**src/rtl/alu_mc_if.sv**
```systemverilog
// Request/response bundle for alu_mc: operands and Hack control bits in,
// registered result and flags out, each direction with a valid/ready pair.
interface alu_mc_if #(
  parameter int WIDTH = 16
);
  logic             in_valid;
  logic             in_ready;
  logic [WIDTH-1:0] x;
  logic [WIDTH-1:0] y;
  logic             zx;
  logic             nx;
  logic             zy;
  logic             ny;
  logic             f;
  logic             no;
  logic             mul;
  logic             out_valid;
  logic             out_ready;
  logic [WIDTH-1:0] out;
  logic             zr;
  logic             ng;
  logic             ovf;

  modport master (
    output in_valid, x, y, zx, nx, zy, ny, f, no, mul, out_ready,
    input  in_ready, out_valid, out, zr, ng, ovf
  );

  modport slave (
    input  in_valid, x, y, zx, nx, zy, ny, f, no, mul, out_ready,
    output in_ready, out_valid, out, zr, ng, ovf
  );
endinterface

```
**src/rtl/alu_mc.sv**
```systemverilog
// Multi-cycle Hack ALU: single-cycle add/and path plus an iterative signed
// shift-add multiplier, with registered result, zr/ng/ovf flags and handshakes.
module alu_mc #(
  parameter int WIDTH = 16
) (
  input  logic     clk,
  input  logic     reset,
  alu_mc_if.slave  bus
);
  localparam int              CNT_W = $clog2(WIDTH);
  localparam logic [CNT_W-1:0] LAST = CNT_W'(WIDTH - 1);

  typedef enum logic [1:0] {IDLE, MUL, DONE} state_t;

  state_t                    state_q, state_d;
  logic [CNT_W-1:0]          cnt_q, cnt_d;
  logic                      out_valid_q, out_valid_d;
  logic                      ovf_q, ovf_d;
  logic                      zr_q, zr_d;
  logic                      ng_q, ng_d;
  logic                      no_q, no_d;
  logic signed [WIDTH-1:0]   out_q, out_d;
  logic signed [WIDTH-1:0]   mplier_q, mplier_d;
  logic signed [2*WIDTH-1:0] acc_q, acc_d;
  logic signed [2*WIDTH-1:0] mcand_q, mcand_d;

  logic signed [WIDTH-1:0]   xp, yp, sum, r;
  logic signed [2*WIDTH-1:0] term;

  function automatic logic signed [WIDTH-1:0] prep(input logic [WIDTH-1:0] v,
                                                   input logic z, input logic n);
    logic signed [WIDTH-1:0] t;
    t = z ? '0 : v;
    return n ? ~t : t;
  endfunction

  function automatic logic add_ovf(input logic signed [WIDTH-1:0] a,
                                   input logic signed [WIDTH-1:0] b,
                                   input logic signed [WIDTH-1:0] s,
                                   input logic en);
    return en && (a[WIDTH-1] == b[WIDTH-1]) && (s[WIDTH-1] != a[WIDTH-1]);
  endfunction

  // Product fits in WIDTH bits only if the top WIDTH+1 bits are all sign copies.
  function automatic logic prod_ovf(input logic signed [2*WIDTH-1:0] p);
    return p[2*WIDTH-1:WIDTH-1] != {(WIDTH+1){p[WIDTH-1]}};
  endfunction

  always_comb begin
    xp          = prep(bus.x, bus.zx, bus.nx);
    yp          = prep(bus.y, bus.zy, bus.ny);
    sum         = xp + yp;
    r           = bus.f ? sum : (xp & yp);
    term        = mplier_q[0] ? mcand_q : '0;
    state_d     = state_q;
    cnt_d       = cnt_q;
    out_valid_d = out_valid_q;
    out_d       = out_q;
    ovf_d       = ovf_q;
    no_d        = no_q;
    acc_d       = acc_q;
    mcand_d     = mcand_q;
    mplier_d    = mplier_q;

    case (state_q)
      IDLE: begin
        if (bus.in_valid) begin
          no_d = bus.no;
          if (bus.mul) begin
            state_d  = MUL;
            cnt_d    = '0;
            acc_d    = '0;
            mcand_d  = {{WIDTH{xp[WIDTH-1]}}, xp};
            mplier_d = yp;
          end else begin
            state_d     = DONE;
            out_valid_d = 1'b1;
            out_d       = bus.no ? ~r : r;
            ovf_d       = add_ovf(xp, yp, sum, bus.f);
          end
        end
      end
      MUL: begin
        // The multiplier MSB carries negative weight, so the last partial product is subtracted.
        acc_d    = (cnt_q == LAST) ? acc_q - term : acc_q + term;
        mcand_d  = mcand_q <<< 1;
        mplier_d = mplier_q >> 1;
        cnt_d    = cnt_q + 1'b1;
        if (cnt_q == LAST) begin
          state_d     = DONE;
          cnt_d       = '0;
          out_valid_d = 1'b1;
          out_d       = no_q ? ~acc_d[WIDTH-1:0] : acc_d[WIDTH-1:0];
          ovf_d       = prod_ovf(acc_d);
        end
      end
      DONE: begin
        if (bus.out_ready) begin
          state_d     = IDLE;
          out_valid_d = 1'b0;
        end
      end
      default: state_d = IDLE;
    endcase

    zr_d = (out_d == '0);
    ng_d = out_d[WIDTH-1];
  end

  // Control and architecturally visible result registers
  always_ff @(posedge clk) begin
    if (reset) begin
      state_q     <= IDLE;
      cnt_q       <= '0;
      out_valid_q <= 1'b0;
      out_q       <= '0;
      ovf_q       <= 1'b0;
      zr_q        <= 1'b1;
      ng_q        <= 1'b0;
    end else begin
      state_q     <= state_d;
      cnt_q       <= cnt_d;
      out_valid_q <= out_valid_d;
      out_q       <= out_d;
      ovf_q       <= ovf_d;
      zr_q        <= zr_d;
      ng_q        <= ng_d;
    end
  end

  // Multiplier datapath registers
  always_ff @(posedge clk) begin
    no_q     <= no_d;
    acc_q    <= acc_d;
    mcand_q  <= mcand_d;
    mplier_q <= mplier_d;
  end

  assign bus.in_ready  = (state_q == IDLE);
  assign bus.out_valid = out_valid_q;
  assign bus.out       = out_q;
  assign bus.zr        = zr_q;
  assign bus.ng        = ng_q;
  assign bus.ovf       = ovf_q;
endmodule
```
**src/flat_wrapper.sv**
```systemverilog
// flat-port wrapper written by rule: the top's interface ports become plain ports
module alu_mc_flat 
#(
  parameter int WIDTH = 16
)
  (clk, reset, bus_in_valid, bus_x, bus_y, bus_zx, bus_nx, bus_zy, bus_ny, bus_f, bus_no, bus_mul, bus_out_ready, bus_in_ready, bus_out_valid, bus_out, bus_zr, bus_ng, bus_ovf);
  alu_mc_if #(.WIDTH(WIDTH)) bus_i ();
  input  logic clk;
  input  logic reset;
  input wire logic [$bits(bus_i.in_valid)-1:0] bus_in_valid;
  input wire logic [$bits(bus_i.x)-1:0] bus_x;
  input wire logic [$bits(bus_i.y)-1:0] bus_y;
  input wire logic [$bits(bus_i.zx)-1:0] bus_zx;
  input wire logic [$bits(bus_i.nx)-1:0] bus_nx;
  input wire logic [$bits(bus_i.zy)-1:0] bus_zy;
  input wire logic [$bits(bus_i.ny)-1:0] bus_ny;
  input wire logic [$bits(bus_i.f)-1:0] bus_f;
  input wire logic [$bits(bus_i.no)-1:0] bus_no;
  input wire logic [$bits(bus_i.mul)-1:0] bus_mul;
  input wire logic [$bits(bus_i.out_ready)-1:0] bus_out_ready;
  output wire logic [$bits(bus_i.in_ready)-1:0] bus_in_ready;
  output wire logic [$bits(bus_i.out_valid)-1:0] bus_out_valid;
  output wire logic [$bits(bus_i.out)-1:0] bus_out;
  output wire logic [$bits(bus_i.zr)-1:0] bus_zr;
  output wire logic [$bits(bus_i.ng)-1:0] bus_ng;
  output wire logic [$bits(bus_i.ovf)-1:0] bus_ovf;
  assign bus_i.in_valid = bus_in_valid;
  assign bus_i.x = bus_x;
  assign bus_i.y = bus_y;
  assign bus_i.zx = bus_zx;
  assign bus_i.nx = bus_nx;
  assign bus_i.zy = bus_zy;
  assign bus_i.ny = bus_ny;
  assign bus_i.f = bus_f;
  assign bus_i.no = bus_no;
  assign bus_i.mul = bus_mul;
  assign bus_i.out_ready = bus_out_ready;
  assign bus_in_ready = bus_i.in_ready;
  assign bus_out_valid = bus_i.out_valid;
  assign bus_out = bus_i.out;
  assign bus_zr = bus_i.zr;
  assign bus_ng = bus_i.ng;
  assign bus_ovf = bus_i.ovf;
  alu_mc #(.WIDTH(WIDTH)) u_core (.clk(clk), .reset(reset), .bus(bus_i));
endmodule
```
**config.mk**
```make
export PLATFORM = sky130hd
export DESIGN_NAME = alu_mc_flat
export DESIGN_NICKNAME = d
export VERILOG_FILES = /design/src/rtl/alu_mc_if.sv /design/src/rtl/alu_mc.sv /design/src/flat_wrapper.sv
export SDC_FILE = /design/constraint.sdc
export NUM_CORES = 1
export LEC_CHECK = 0
export CORE_AREA = 5 5 150 152
export CTS_BUF_LIST = sky130_fd_sc_hd__clkbuf_8
export DETAILED_ROUTE_END_ITERATION = 7
export DIE_AREA = 0 0 155 157
export GPL_TIMING_DRIVEN = 0
export PLACE_DENSITY_LB_ADDON = 0.3
export REMOVE_ABC_BUFFERS = 1
export SLEW_MARGIN = 15
export SYNTH_ARGS = -nofsm -noshare
export SYNTH_HDL_FRONTEND = slang
export SYNTH_SLANG_ARGS = --single-unit
```
**constraint.sdc**
```tcl
create_clock -name clk -period 5.54 [get_ports clk]
set_clock_uncertainty 0.15 [all_clocks]
set_input_delay 1.108 -clock clk [delete_from_list [all_inputs] [get_ports clk]]
set_output_delay 1.108 -clock clk [all_outputs]
set_load 0.01 [all_outputs]
```
### Word-level counts from Yosys, hierarchy flattened

Index checks and enable logic that the tools add are counted.

| operators by class | value |
|---|---|
| eq/ne operators | 11 |
| muxes and demuxes | 40 |
| reduce and logical (&&, ||, !) cells | 11 |
| $add $sub $neg | 4 |
| bitwise operators | 5 |

Operator list:

| operator | number |
|---|---|
| 2-to-1 mux 16 bit | 12 |
| 2-to-1 mux 32 bit | 6 |
| case mux 32 bit (2 select lines) | 2 |
| inverter 16 bit | 4 |
| case mux 16 bit (2 select lines) | 2 |
| adder 32 bit | 1 |
| subtractor 32 bit | 1 |
| adder 16 bit | 1 |
| bitwise AND 16 bit | 1 |
| zero test 16 bit | 1 |
| != test 16 bit | 1 |
| 2-to-1 mux 4 bit | 3 |
| 2-to-1 mux 2 bit | 4 |
| != test 2 bit, second input constant | 4 |
| case mux 4 bit (2 select lines) | 1 |
| 2-to-1 mux 1 bit | 7 |
| case mux 2 bit (3 select lines) | 1 |
| AND reduction 3 bit | 2 |
| AND reduction 5 bit | 1 |
| adder 4 x 1 -> 4 bit, second input constant | 1 |
| equality test 4 bit, second input constant | 1 |
| AND reduction 4 bit | 1 |
| case mux 1 bit (3 select lines) | 1 |
| nonzero test 3 bit | 1 |
| other kinds (10) | 11 |

| word-level totals | value |
|---|---|
| output and inout port bits | 21 |
| flip-flop bits (word level) | 107 |
| word-level logic and storage cells | 82 |

### Logic depth before layout (Yosys ltp)

| depth | value |
|---|---|
| depth after elaboration | 11 |
| gate-level depth with buffers | 23 |

### Least setup slack after synthesis

OpenSTA, ideal clock, no wires.

| timing | value |
|---|---|
| kind | input-to-reg |
| start point | input port bus_nx |
| end point | register u_core.zr_q, in the netlist u_core.bus.zr |
| path buffers | 2 |
| setup slack | 0.703 ns |
| cell stages on the path | 15 |
| data arrival time | 4.571 ns |
| library setup time | 0.116 ns |
| cells stage by stage | clkbuf_1 clkbuf_1 xnor2_1 ha_1 fa_1 a21o_1 a21oi_1 nor2_1 o31ai_2 a211oi_1 a221oi_1 xnor2_1 o221a_2 and4_1 a31o_2 |

| on the way | value |
|---|---|
| word-level cells in the longest chain between the ends | 9 |

RTL lines:

| what | line | RTL |
|---|---|---|
| start: declaration | flat_wrapper.sv:14 | `input wire logic [$bits(bus_i.nx)-1:0] bus_nx;` |
| 2-to-1 mux 16 bit (*) | alu_mc.sv:34 | `return n ? ~t : t;` |
| net u_core.xp[0] | alu_mc.sv:27 | `logic signed [WIDTH-1:0] xp, yp, sum, r;` |
| adder 16 bit or bitwise AND 16 bit (tied branches) | alu_mc.sv:52, alu_mc.sv:53 |  |
| 2-to-1 mux 16 bit (*) | alu_mc.sv:53 | `r = bus.f ? sum : (xp & yp);` |
| inverter 16 bit | alu_mc.sv:78 | `out_d = bus.no ? ~r : r;` |
| 2-to-1 mux 16 bit (*) | alu_mc.sv:78 |  |
| 2-to-1 mux 16 bit (*) | alu_mc.sv:69 | `if (bus.mul) begin` |
| 2-to-1 mux 16 bit (*) | alu_mc.sv:67 | `if (bus.in_valid) begin` |
| case mux 16 bit (2 select lines) (*) | alu_mc.sv:65 | `case (state_q)` |
| zero test 16 bit (*) | alu_mc.sv:106 | `zr_d = (out_d == '0);` |
| end signal: assignment | alu_mc.sv:126 | `zr_q <= zr_d;` |
| end: declaration | alu_mc.sv:19 | `logic zr_q, zr_d;` |

The timed path passes the listed nets; every way through them passes the cells marked *.
A chain may end at the register's enable or synchronous reset.

### Final worst setup path

Same ends and word-level chain as after synthesis.

==> results.sh <==
export IMPL_status="finished, final reports clean"
export IMPL_power_leakage_nw=3.74
export IMPL_reg2reg_slack_ps=320
export IMPL_ys_seq_elements=106
export IMPL_grt_max_degree=66
export IMPL_fin_util_pct=48.5
export IMPL_cpPeakStageDelay_ps=1100
export IMPL_power_density_nw_per_um2=286
export IMPL_fp_coreArea_sq_um=20900
export IMPL_min_path_type="flip-flop to flip-flop"
export IMPL_multi_input_area_sq_um=5840
export IMPL_ys_flop_type="edfxtp_1"
export IMPL_path_max_fanout=16
export IMPL_fin_crit_sh_pct=94.8
export IMPL_cts_tree="built"
export IMPL_critPathBufInv=1
export IMPL_final_area_sq_um=10100
export IMPL_synth_edf_count=81
export IMPL_ios=64
export IMPL_area_growth_pct=12.4
export IMPL_finalHoldViolCount=0
export IMPL_report_final_slew_viol_count=0
export IMPL_wirelength_mm=23.8
export IMPL_seq_area_frac_synth_pct=32.6
export IMPL_antenna_cells=0
export IMPL_final_min_clock_period_ps=5250
export IMPL_tns_ps=0
export IMPL_rsz0062_at_grt="no"
export IMPL_dp_slack_ps=-353
export IMPL_drt_pass1_iter_count=5
export IMPL_num_rows=53
export IMPL_ant_nets=0
export IMPL_placed_area_sq_um=9880
export IMPL_critPathRequiredTime_ps=5690
export IMPL_io_buffers=63
export IMPL_synth_cell_types=85
export IMPL_grt_pass1_vias=7398
export IMPL_grt_pass1_wl_mm=38.5
export IMPL_cp_top_family="compound AO/OA/AOI/OAI gates"
export IMPL_slowest_stage="clkdlybuf4s50_1"
export IMPL_startpoint_type="input pin"
export IMPL_holdCritStartpoint="u_core.bus.out_valid$_SDFFE_PP0P_"
export IMPL_setup_slack_ps=287
export IMPL_r2r_end="u_core.bus.ovf$_SDFFE_PP0P_"
export IMPL_avgViaCountPerCell=5.70
export IMPL_clk_latency_ps=400
export IMPL_ir_worst_vdd_v=0.000129
export IMPL_gp_congestion=0.910
export IMPL_cts_root_buffer="clkbuf_8"
export IMPL_arrival_ps=5400
export IMPL_fill_cells=2006
export IMPL_htreeDepth=3
export IMPL_avgSynthCellArea_sq_um=8.46
export IMPL_vias=7848
export IMPL_tightest_slew_ps=1080
export IMPL_first_iter_violations=605
export IMPL_dpl_hpwl_mm=17.8
export IMPL_synth_area_sq_um=9000
export IMPL_antenna_found_initial=0
export IMPL_final_common_cell="nor2_1"
export IMPL_critPathCaptureType="flip-flop"
export IMPL_fin_nets=1190
export IMPL_die_width_um=155
export IMPL_yosysWarnings=0
export IMPL_r2r_cells=18
export IMPL_holdPathEnd="u_core.bus.out_valid$_SDFFE_PP0P_"
export IMPL_ctsHoldBuffers=0
export IMPL_fmax_mhz=190
export IMPL_hold_path_depth=2
export IMPL_critical_path_class="input pin to flip-flop"
export IMPL_maxCapViolations=0
export IMPL_final_cell_mix="188 x nor2_1, 87 x xnor2_1, 81 x edfxtp_1"
export IMPL_critical_path_cell_count=14
export IMPL_regArea_sq_um=2930
export IMPL_path_clk_slew_ps=120
export IMPL_r2r_start="u_core.mcand_q[4]$_DFFE_PP_"
export IMPL_async_flop_share_pct=0
export IMPL_slew_limit_headroom_pct=27.7
export IMPL_cts_buffers=9
export IMPL_drc=0
export IMPL_drive_above_1_share_pct=5.27
export IMPL_clock_path_buffers=2
export IMPL_crit_chain="clkdlybuf4s50_1 > xnor2_1 > ha_1 > fa_1 > a21o_1 > a21oi_1 > nor2_1 > o31ai_2 > a211oi_1 > a221oi_1 > xnor2_1 > o221a_2 > and4_1 > a31o_2"
export IMPL_synth_cells=1065
export IMPL_overflow=0
export IMPL_clock_sinks=106
export IMPL_die_area_sq_um=24300
export IMPL_path_common_cell="xnor2_1"
export IMPL_start_util_pct=43.1
export IMPL_setup_violations=0
export IMPL_die_h_um=157
export IMPL_grt_usage_pct=19.5
export IMPL_wire_per_inst_um=17.3
==> flip-flops by register name, summed over array words and instances (netlist names) <==
name / flops
u_core.mplier_q: 16
u_core.state_q: 2
u_core.cnt_q: 4
u_core.bus.out_valid: 1
u_core.bus.ng: 1
u_core.acc_q: 32
u_core.mcand_q: 32
u_core.bus.ovf: 1
u_core.bus.out: 15
u_core.no_q: 1
u_core.bus.zr: 1
==> logic make-up (layout without fill, tap and decap cells) <==
kind of cell | count (synthesis) | count (layout) | share of synthesized area, %
simple gates | 442 | 442 | 23.6
compound gates | 265 | 265 | 20.5
xor+xnor | 119 | 119 | 11.7
flops | 106 | 106 | 32.6
buf+inv | 71 | 107 | 3.08
fa+ha+maj | 51 | 51 | 7.25
mux | 11 | 11 | 1.26
==> through the flow <==
stage	instances	hold slack [ps]	total power, mW
2_1_floorplan	1016	306	2.02
3_3_place_gp	1354	334	2.37
3_5_place_dp	1357	344	2.38
4_1_cts	1374	358	2.87
5_1_grt	1376	393	3.08
6_report	1376	356	2.89
==> layout make-up <==
cell class	instances	area share (%)
well taps	275	3.40
clock buffers	11	1.50
multi-input cells	888	57.7
flip-flops and latches	106	29.0
clock inverters	5	0.309
inverters	22	0.840
repair buffers	69	7.29
==> repair_timing <==
item | in CTS | in global routing
resized for setup | 1 | 10
endpoints found under the hold margin | 0 | 0
pin swaps | 0 | 1
endpoints found under the setup margin | 3 | 4
buffers inserted | 1 | 2
==> worst reg2reg max path, delay by kind of cell (launching register included) <==
| family | cells | cell delay (ps) |
|---|---|---|
| AOI/OAI and AO/OA | 8 | 1890 |
| xor gates and xnor gates | 1 | 200 |
| adders and majority gates | 1 | 420 |
| DFF | 1 | 460 |
| and+or+nand+nor | 8 | 1950 |
==> layer usage <==
metal / vias up / global-route usage (%) / wire length, um
met5: - / 0 / 0
met4: 0 / 4.67 / 303
met3: 17 / 2.53 / 1330
met2: 262 / 30.6 / 10600
met1: 3653 / 28.5 / 11500
li1: 3916 / - / -
==> power breakdown <==
part	internal (mW)	switching [mW]
combinational	0.574	0.816
sequential	0.958	0.0641
clock	0.187	0.293
==> worst max path at each step <==
stage                                       startpoint                     endpoint  slack [ps]
final                                           bus_nx     u_core.bus.zr$_SDFF_PP1_         290
after global routing       u_core.mcand_q[4]$_DFFE_PP_  u_core.bus.ovf$_SDFFE_PP0P_         0.4
after CTS                 u_core.mplier_q[0]$_DFFE_PP_  u_core.bus.ovf$_SDFFE_PP0P_          10
after detailed placement  u_core.mplier_q[0]$_DFFE_PP_  u_core.bus.ovf$_SDFFE_PP0P_        -350
after global placement    u_core.mplier_q[0]$_DFFE_PP_  u_core.bus.ovf$_SDFFE_PP0P_        -360
after floorplan           u_core.mplier_q[0]$_DFFE_PP_  u_core.bus.ovf$_SDFFE_PP0P_         880
==> cells in the mapped netlist (6+ instances only) <==
| library cell | count | area share, % |
|---|---|---|
| buf_2 | 6 | 0.33 |
| buf_1 | 7 | 0.29 |
| a21oi_1 | 69 | 3.8 |
| nor2b_1 | 14 | 0.97 |
| a22oi_1 | 7 | 0.58 |
| o21a_1 | 19 | 1.6 |
| nor2_1 | 188 | 7.8 |
| or3_1 | 11 | 0.76 |
| edfxtp_1 | 81 | 27 |
| nand2_1 | 81 | 3.4 |
| dfxtp_1 | 25 | 5.6 |
| nand4_1 | 11 | 0.76 |
| o21bai_1 | 12 | 1.0 |
| xnor2_1 | 87 | 8.5 |
| nand2b_1 | 38 | 2.6 |
| xor2_1 | 31 | 3.0 |
| ha_1 | 49 | 6.8 |
| mux2i_1 | 8 | 0.89 |
| nor3_1 | 26 | 1.4 |
| o31ai_1 | 9 | 0.75 |
| a21o_1 | 23 | 1.9 |
| nand3_1 | 20 | 1.1 |
| clkbuf_1 | 35 | 1.5 |
| a31oi_1 | 11 | 0.76 |
| and2_1 | 14 | 0.97 |
| o21ai_0 | 30 | 1.7 |
| inv_1 | 20 | 0.83 |
| o211ai_1 | 18 | 1.5 |
Note: power is estimated with default switching activity, not from simulation.
==> RTL edit 1: new RTL, same settings <==
The 3 states of `state_t` get a one-hot encoding in 3 bits.
--- a/src/rtl/alu_mc.sv
+++ b/src/rtl/alu_mc.sv
@@ -10,7 +10,7 @@
   localparam int              CNT_W = $clog2(WIDTH);
   localparam logic [CNT_W-1:0] LAST = CNT_W'(WIDTH - 1);
 
-  typedef enum logic [1:0] {IDLE, MUL, DONE} state_t;
+  typedef enum logic [2:0] {IDLE = 3'b001, MUL = 3'b010, DONE = 3'b100} state_t;
 
   state_t                    state_q, state_d;
   logic [CNT_W-1:0]          cnt_q, cnt_d;
Check against the original RTL: same outputs for any inputs over 10 cycles, from zero or initial values and one cycle with reset high; not proved beyond that.
==> RTL edit 1 against the unedited design <==
- highest routed layer unchanged
- critical path depth grew 4
- count of clock-buffer cells in the layout shrank 2
- power shrank 6.6%
- worst setup slack worse by 86 ps
- sequential cell count rose by 1
- critical endpoint is now u_core.bus.ovf
- final area increased by 0.61%
- routed wire length is 6.6% lower
- area after synthesis shrank 1.2%
==> RTL edit 1: results (changes against the unedited design) <==
Run status
  – Result of the run: finished clean

Placed design
  – Routability cong.: 0.8657 (-4.8%)
  – Placement Cell Area: 9754 sq um (-1.2%)
  – HPWL Detailed: 16890 um (-5.4%)
  – # port buffers: 63 (unchanged)

Cells and area
  – Fillers: 1958 (-2.4%)
  – Finished Cell Area: 10180 sq um (+0.61%)
  – N_diodes: 0 (unchanged)
  – Post-layout nets: 1186 (-0.34%)
  – Layout cells sized above 1: 7.019% (+1.8 points)
  – Largest regs: u_core.acc_q: 32 flops, u_core.mcand_q: 32 flops, u_core.mplier_q: 16 flops

GRT
  – Total track usage: 17.91% (-1.6 points)
  – Vias in the first global route: 7112 (-3.9%)
  – Largest net degree at the start of global routing: 61 (-7.6%)
  – Initial antenna violation count: 0 (unchanged)
  – First-pass GRT wire length: 36040 um (-6.4%)

Drt
  – Final WL: 22210 um (-6.6%)
  – Routed vias: 7604 (-3.1%)
  – Pre-Repair DR Iteration Count: 5 (unchanged)
  – Initial DRC Count: 540 (-11%)

Clock network
  – Inserted Clock Buffers: 9 (unchanged)
  – CTS H-tree lvls: 3 (unchanged)
  – Clock Path Buffers: 2 (unchanged)
  – Clock root cell: clkbuf_8
  – CTS clock-pin slew for the worst setup and hold paths: 120 ps (about the same)
  – Clk_lat worst skew: 380 ps (-20 ps)

Worst setup path
  – Worst Path Max Fanout: 7 (-9)
  – CP Data Arrival Time: 5400 ps (about the same)

Min path
  – Hold crit path type: reg -> reg

Timing
  – Slew margin rel.: 31.07% (+3.3 points)

Synth
  – Register area share after synthesis: 33.18% (+0.61 points)
  – Mux contribution to synthesized area: 1.589% (+0.32 points)
  – Synth cell types: 82 (-3.5%)
  – Synth area leaders: edfxtp_1 27%, nor2_1 7.9%, xnor2_1 7.9%, ha_1 6.9%, dfxtp_1 5.8%
  – Area share of fa/ha/maj cells after synthesis: 7.340% (+0.087 points)
  – Yosys warns: 0 (unchanged)
  – Compound-gate portion of the synthesized area: 19.53% (-0.96 points)
  – Asr flop ratio synth: 0% (unchanged)
  – Top post-synthesis cells by count: 188 x nor2_1, 81 x edfxtp_1, 80 x xnor2_1
  – EDFF count, synth: 81 (unchanged)
  – XOR/XNOR Fraction of Synth Area: 10.69% (-1.0 points)

Power and ir drop
  – Leak Pwr: 3.782 nW (+1.1%)
  – Peak supply drop: 0.1549 mV (+20%)

Flow run
  – Max cap viols: 0 (unchanged)

Floorplanning
  – Effective utilization at floorplan: 42.60% (-0.51 points)
[RTL edit 1: final cells by class]
| cell class | count | share of cell area [%] |
|---|---|---|
| flip-flops and latches | 107 | 28.99 |
| well taps | 275 | 3.378 |
| multi-input cells | 870 | 57.01 |
| clock buffers | 9 | 1.216 |
| inverters | 24 | 0.9091 |
| clock inverters | 7 | 0.5283 |
| repair buffers | 80 | 7.961 |
[RTL edit 1: worst max-delay path, stage by stage, from the launching register on]
cell and delay (ps):
edfxtp_1 520, nor3_4 240, nand3_1 140, or4_4 510
o311ai_4 300, o21ai_0 140, a32o_1 330, ha_4 330
nand4_1 150, nor2_2 180, o21ai_0 130, o211ai_1 160
a41oi_2 130, o2111a_1 330, a311oi_4 330, nand4_1 130
or4_1 510, a221oi_2 330, a2111oi_0 110
[RTL edit 1: where the power goes]
part | internal, mW | switching (mW) | total (mW)
registers | 0.950 | 0.0582 | 1.01
logic | 0.518 | 0.706 | 1.22
clock network | 0.168 | 0.300 | 0.469
[RTL edit 1: final timing paths]
| check | startpoint | end | slack (ps) | cells after the start |
|---|---|---|---|---|
| worst max-delay path | u_core.mcand_q[6] | u_core.bus.ovf | 200 | 18 |
| worst min-delay path | u_core.bus.out_valid | u_core.bus.out_valid | 350 | 1 |
| worst max register to register | u_core.mcand_q[6] | u_core.bus.ovf | 200 | 18 |
| worst min register to register | u_core.bus.out_valid | u_core.bus.out_valid | 350 | 1 |
[RTL edit 1: kinds of logic (layout without fill, tap and decap cells)]
kind of cell    Yosys count  in the layout
xor+xnor                107            107
flops                   107            107
simple gates            447            448
buf+inv                  78            120
fa+ha+maj                51             51
mux                      14             14
compound gates          250            250
[RTL edit 1: per-layer routing]
layer	share of wire [%]	vias up	GRT usage, %
li1	-	3875	-
met1	49	3524	25.69
met2	45	181	29.16
met3	4.2	24	2.090
met4	1.3	0	3.953
met5	0	-	0
[RTL edit 1: what timing repair did]
action	in CTS	in global routing
resized for setup	12	24
buffers inserted	3	10
pin swaps	0	5
endpoints found under the setup margin	2	3
gates cloned	0	1
[RTL edit 1: through the flow]
| step | hold slack (ps) | TNS, ps | setup slack [ps] | cells |
|---|---|---|---|---|
| finish | 350.5 | 0 | 201.9 | 1372 |
| global route | 389.8 | -84.76 | -84.76 | 1372 |
| CTS | 350.1 | 0 | 12.78 | 1361 |
| detailed placement | 318.0 | -1628 | -647.1 | 1342 |
| global placement | 314.0 | -63410 | -769.8 | 1338 |
| floorplan | 297.9 | 0 | 545.9 | 1000 |
==> RTL edit 2: new RTL, same flow settings <==
Without the edit above. `WIDTH` is set to 16 in 3 places; all go to 8.
--- a/src/rtl/alu_mc_if.sv
+++ b/src/rtl/alu_mc_if.sv
@@ -1,7 +1,7 @@
 // Request/response bundle for alu_mc: operands and Hack control bits in,
 // registered result and flags out, each direction with a valid/ready pair.
 interface alu_mc_if #(
-  parameter int WIDTH = 16
+  parameter int WIDTH = 8
 );
   logic             in_valid;
   logic             in_ready;
--- a/src/rtl/alu_mc.sv
+++ b/src/rtl/alu_mc.sv
@@ -1,7 +1,7 @@
 // Multi-cycle Hack ALU: single-cycle add/and path plus an iterative signed
 // shift-add multiplier, with registered result, zr/ng/ovf flags and handshakes.
 module alu_mc #(
-  parameter int WIDTH = 16
+  parameter int WIDTH = 8
 ) (
   input  logic     clk,
   input  logic     reset,
--- a/src/flat_wrapper.sv
+++ b/src/flat_wrapper.sv
@@ -1,7 +1,7 @@
 // flat-port wrapper written by rule: the top's interface ports become plain ports
 module alu_mc_flat 
 #(
-  parameter int WIDTH = 16
+  parameter int WIDTH = 8
 )
   (clk, reset, bus_in_valid, bus_x, bus_y, bus_zx, bus_nx, bus_zy, bus_ny, bus_f, bus_no, bus_mul, bus_out_ready, bus_in_ready, bus_out_valid, bus_out, bus_zr, bus_ng, bus_ovf);
   alu_mc_if #(.WIDTH(WIDTH)) bus_i ();
Interface: changed (resized bus_out, bus_x and bus_y); port bits go from 64 to 40. No check against the original RTL was run, so the function may have changed too.
==> RTL edit 2 against the unedited design <==
- final area decreased by 47%
- sequential cell count shrank 49
- routed wire length decreased by 50%
- die area unchanged
- area after synthesis decreased by 50%
- synthesized cell count decreased by 52%
- first-iteration DRC count decreased by 62%
- non-clock buffer count is 28 lower
- register-to-register slack better by 360 ps
- power fell by 46%
- worst setup slack better by 390 ps
- critical path type is now reg -> reg
- largest cell class unchanged
==> RTL edit 2: results (changes against the unedited design) <==
Run status
  – Result of the run: finished clean

Synth
  – Top post-synthesis cells by count: 78 x nor2_1, 41 x edfxtp_1, 39 x xnor2_1
  – Compound-gate portion of the synthesized area: 16.06% (-4.4 points)
  – XOR/XNOR Fraction of Synth Area: 13.46% (+1.7 points)
  – Avg Cell Area, Syn: 8.807 sq um (+4.2%)
  – Synth cell types: 57 (-33%)
  – Register area share after synthesis: 34.34% (+1.8 points)
  – Area share of fa/ha/maj cells after synthesis: 7.809% (+0.56 points)
  – Mux contribution to synthesized area: 1.108% (-0.16 points)
  – EDFF count, synth: 41 (-49%)
  – Synth area leaders: edfxtp_1 27%, xnor2_1 7.6%, dfxtp_1 7.1%, ha_1 6.9%, nor2_1 6.5%

GRT
  – Routing usage on met2: 16.19% (-14 points)
  – M1 GR Usage: 13.12% (-15 points)
  – Vias in the first global route: 3672 (-50%)
  – GR Layer Usage met3: 2.667% (+0.14 points)
  – Largest net degree at the start of global routing: 39 (-41%)
  – First-pass GRT wire length: 19320 um (-50%)

Drt
  – Pre-Repair DR Iteration Count: 4 (-1)
  – Final WL: 11830 um (-50%)
  – Initial DRC Count: 229 (-62%)

Placed design
  – HPWL Detailed: 8991 um (-50%)
  – # port buffers: 39 (-38%)
  – Placement Cell Area: 5205 sq um (-47%)
  – Post-Place Worst Slack: 688.3 ps (+1041 ps)
  – Placed instance count: 808 (-40%)

Worst setup path
  – Worst Path Max Fanout: 6 (-10)
  – Reg2reg path depth: 14 (-4)
  – RR Startpoint: u_core.mcand_q[2]
  – Reg2reg setup slack: 680 ps (+360 ps)
  – CP Data Arrival Time: 4980 ps (-420 ps)

Power and ir drop
  – Sw Ratio: 34.41% (-6.2 points)
  – Flop pwr share: 34.9% (-0.4 points)
  – Comb. pwr: 0.584 mW (-58%)
  – Leak Pwr: 1.984 nW (-47%)
  – Peak supply drop: 0.1334 mV (+3.3%)

Cells and area
  – Largest regs: u_core.acc_q: 16 flops, u_core.mcand_q: 16 flops, u_core.mplier_q: 8 flops
  – Non-Filler Instances: 824 (-40%)
  – Post-layout nets: 598 (-50%)

Clock network
  – CTS clock-pin slew for the worst setup and hold paths: 70 ps (-50 ps)
  – Setup Fix Bufs, Post-CTS: 0 (-1)
  – Post-cts gate resize count: 0 (-1)
  – Clk_lat worst skew: 360 ps (-40 ps)

Timing
  – Worst hold slack: 311.1 ps (-44.82 ps)
  – Worst slew pin tran: 893.9 ps (-186.7 ps)
[RTL edit 2: cell types whose count changed after synthesis, sizes merged, moves of 14 or more]
cell,before,now
clkbuf,35,10
nand2,81,36
a21o,23,5
o21ai,32,10
nor2,189,78
ha,49,25
edfxtp,81,41
nand2b,39,18
o211ai,18,4
xnor2,87,39
nor3,26,12
a21oi,69,28
[RTL edit 2: metal layers]
metal	wire, um	share of wire, %
met1	5701	48
met2	5523	47
met3	441	3.7
met4	163	1.4
met5	0	0
[RTL edit 2: how the worst max path moves through the flow]
stage,startpoint,end,slack (ps),depth (start not counted)
after CTS,u_core.mcand_q[2],u_core.bus.ovf,660,14
final,u_core.mcand_q[2],u_core.bus.ovf,680,14
after global routing,u_core.mcand_q[2],u_core.bus.ovf,290,14
after global placement,u_core.mcand_q[2],u_core.bus.ovf,750,14
after floorplan,u_core.mcand_q[2],u_core.bus.ovf,1230,14
after detailed placement,u_core.mcand_q[2],u_core.bus.ovf,690,14
[RTL edit 2: critical path, cell delays in order, from the launching register on]
cell       delay [ps]
edfxtp_1          450
or4_1             700
nor3_1            350
a21oi_1           140
xor2_1            170
nand2_1           100
ha_1              400
and3_4            230
a221o_1           400
a2111oi_2         370
a21oi_1           150
a31o_1            250
xnor3_1           390
a211o_1           270
a311oi_1          250
[RTL edit 2: final cells by class]
cell class / count / area [sq um] / area share, %
sequential: 57 / 1551 / 28.66
multi-input combinational: 415 / 2809 / 51.88
clock buffer: 9 / 123.9 / 2.288
tap: 275 / 344.1 / 6.355
inverter: 20 / 75.07 / 1.387
timing repair buffer: 41 / 425.4 / 7.858
clock inverter: 7 / 85.08 / 1.572
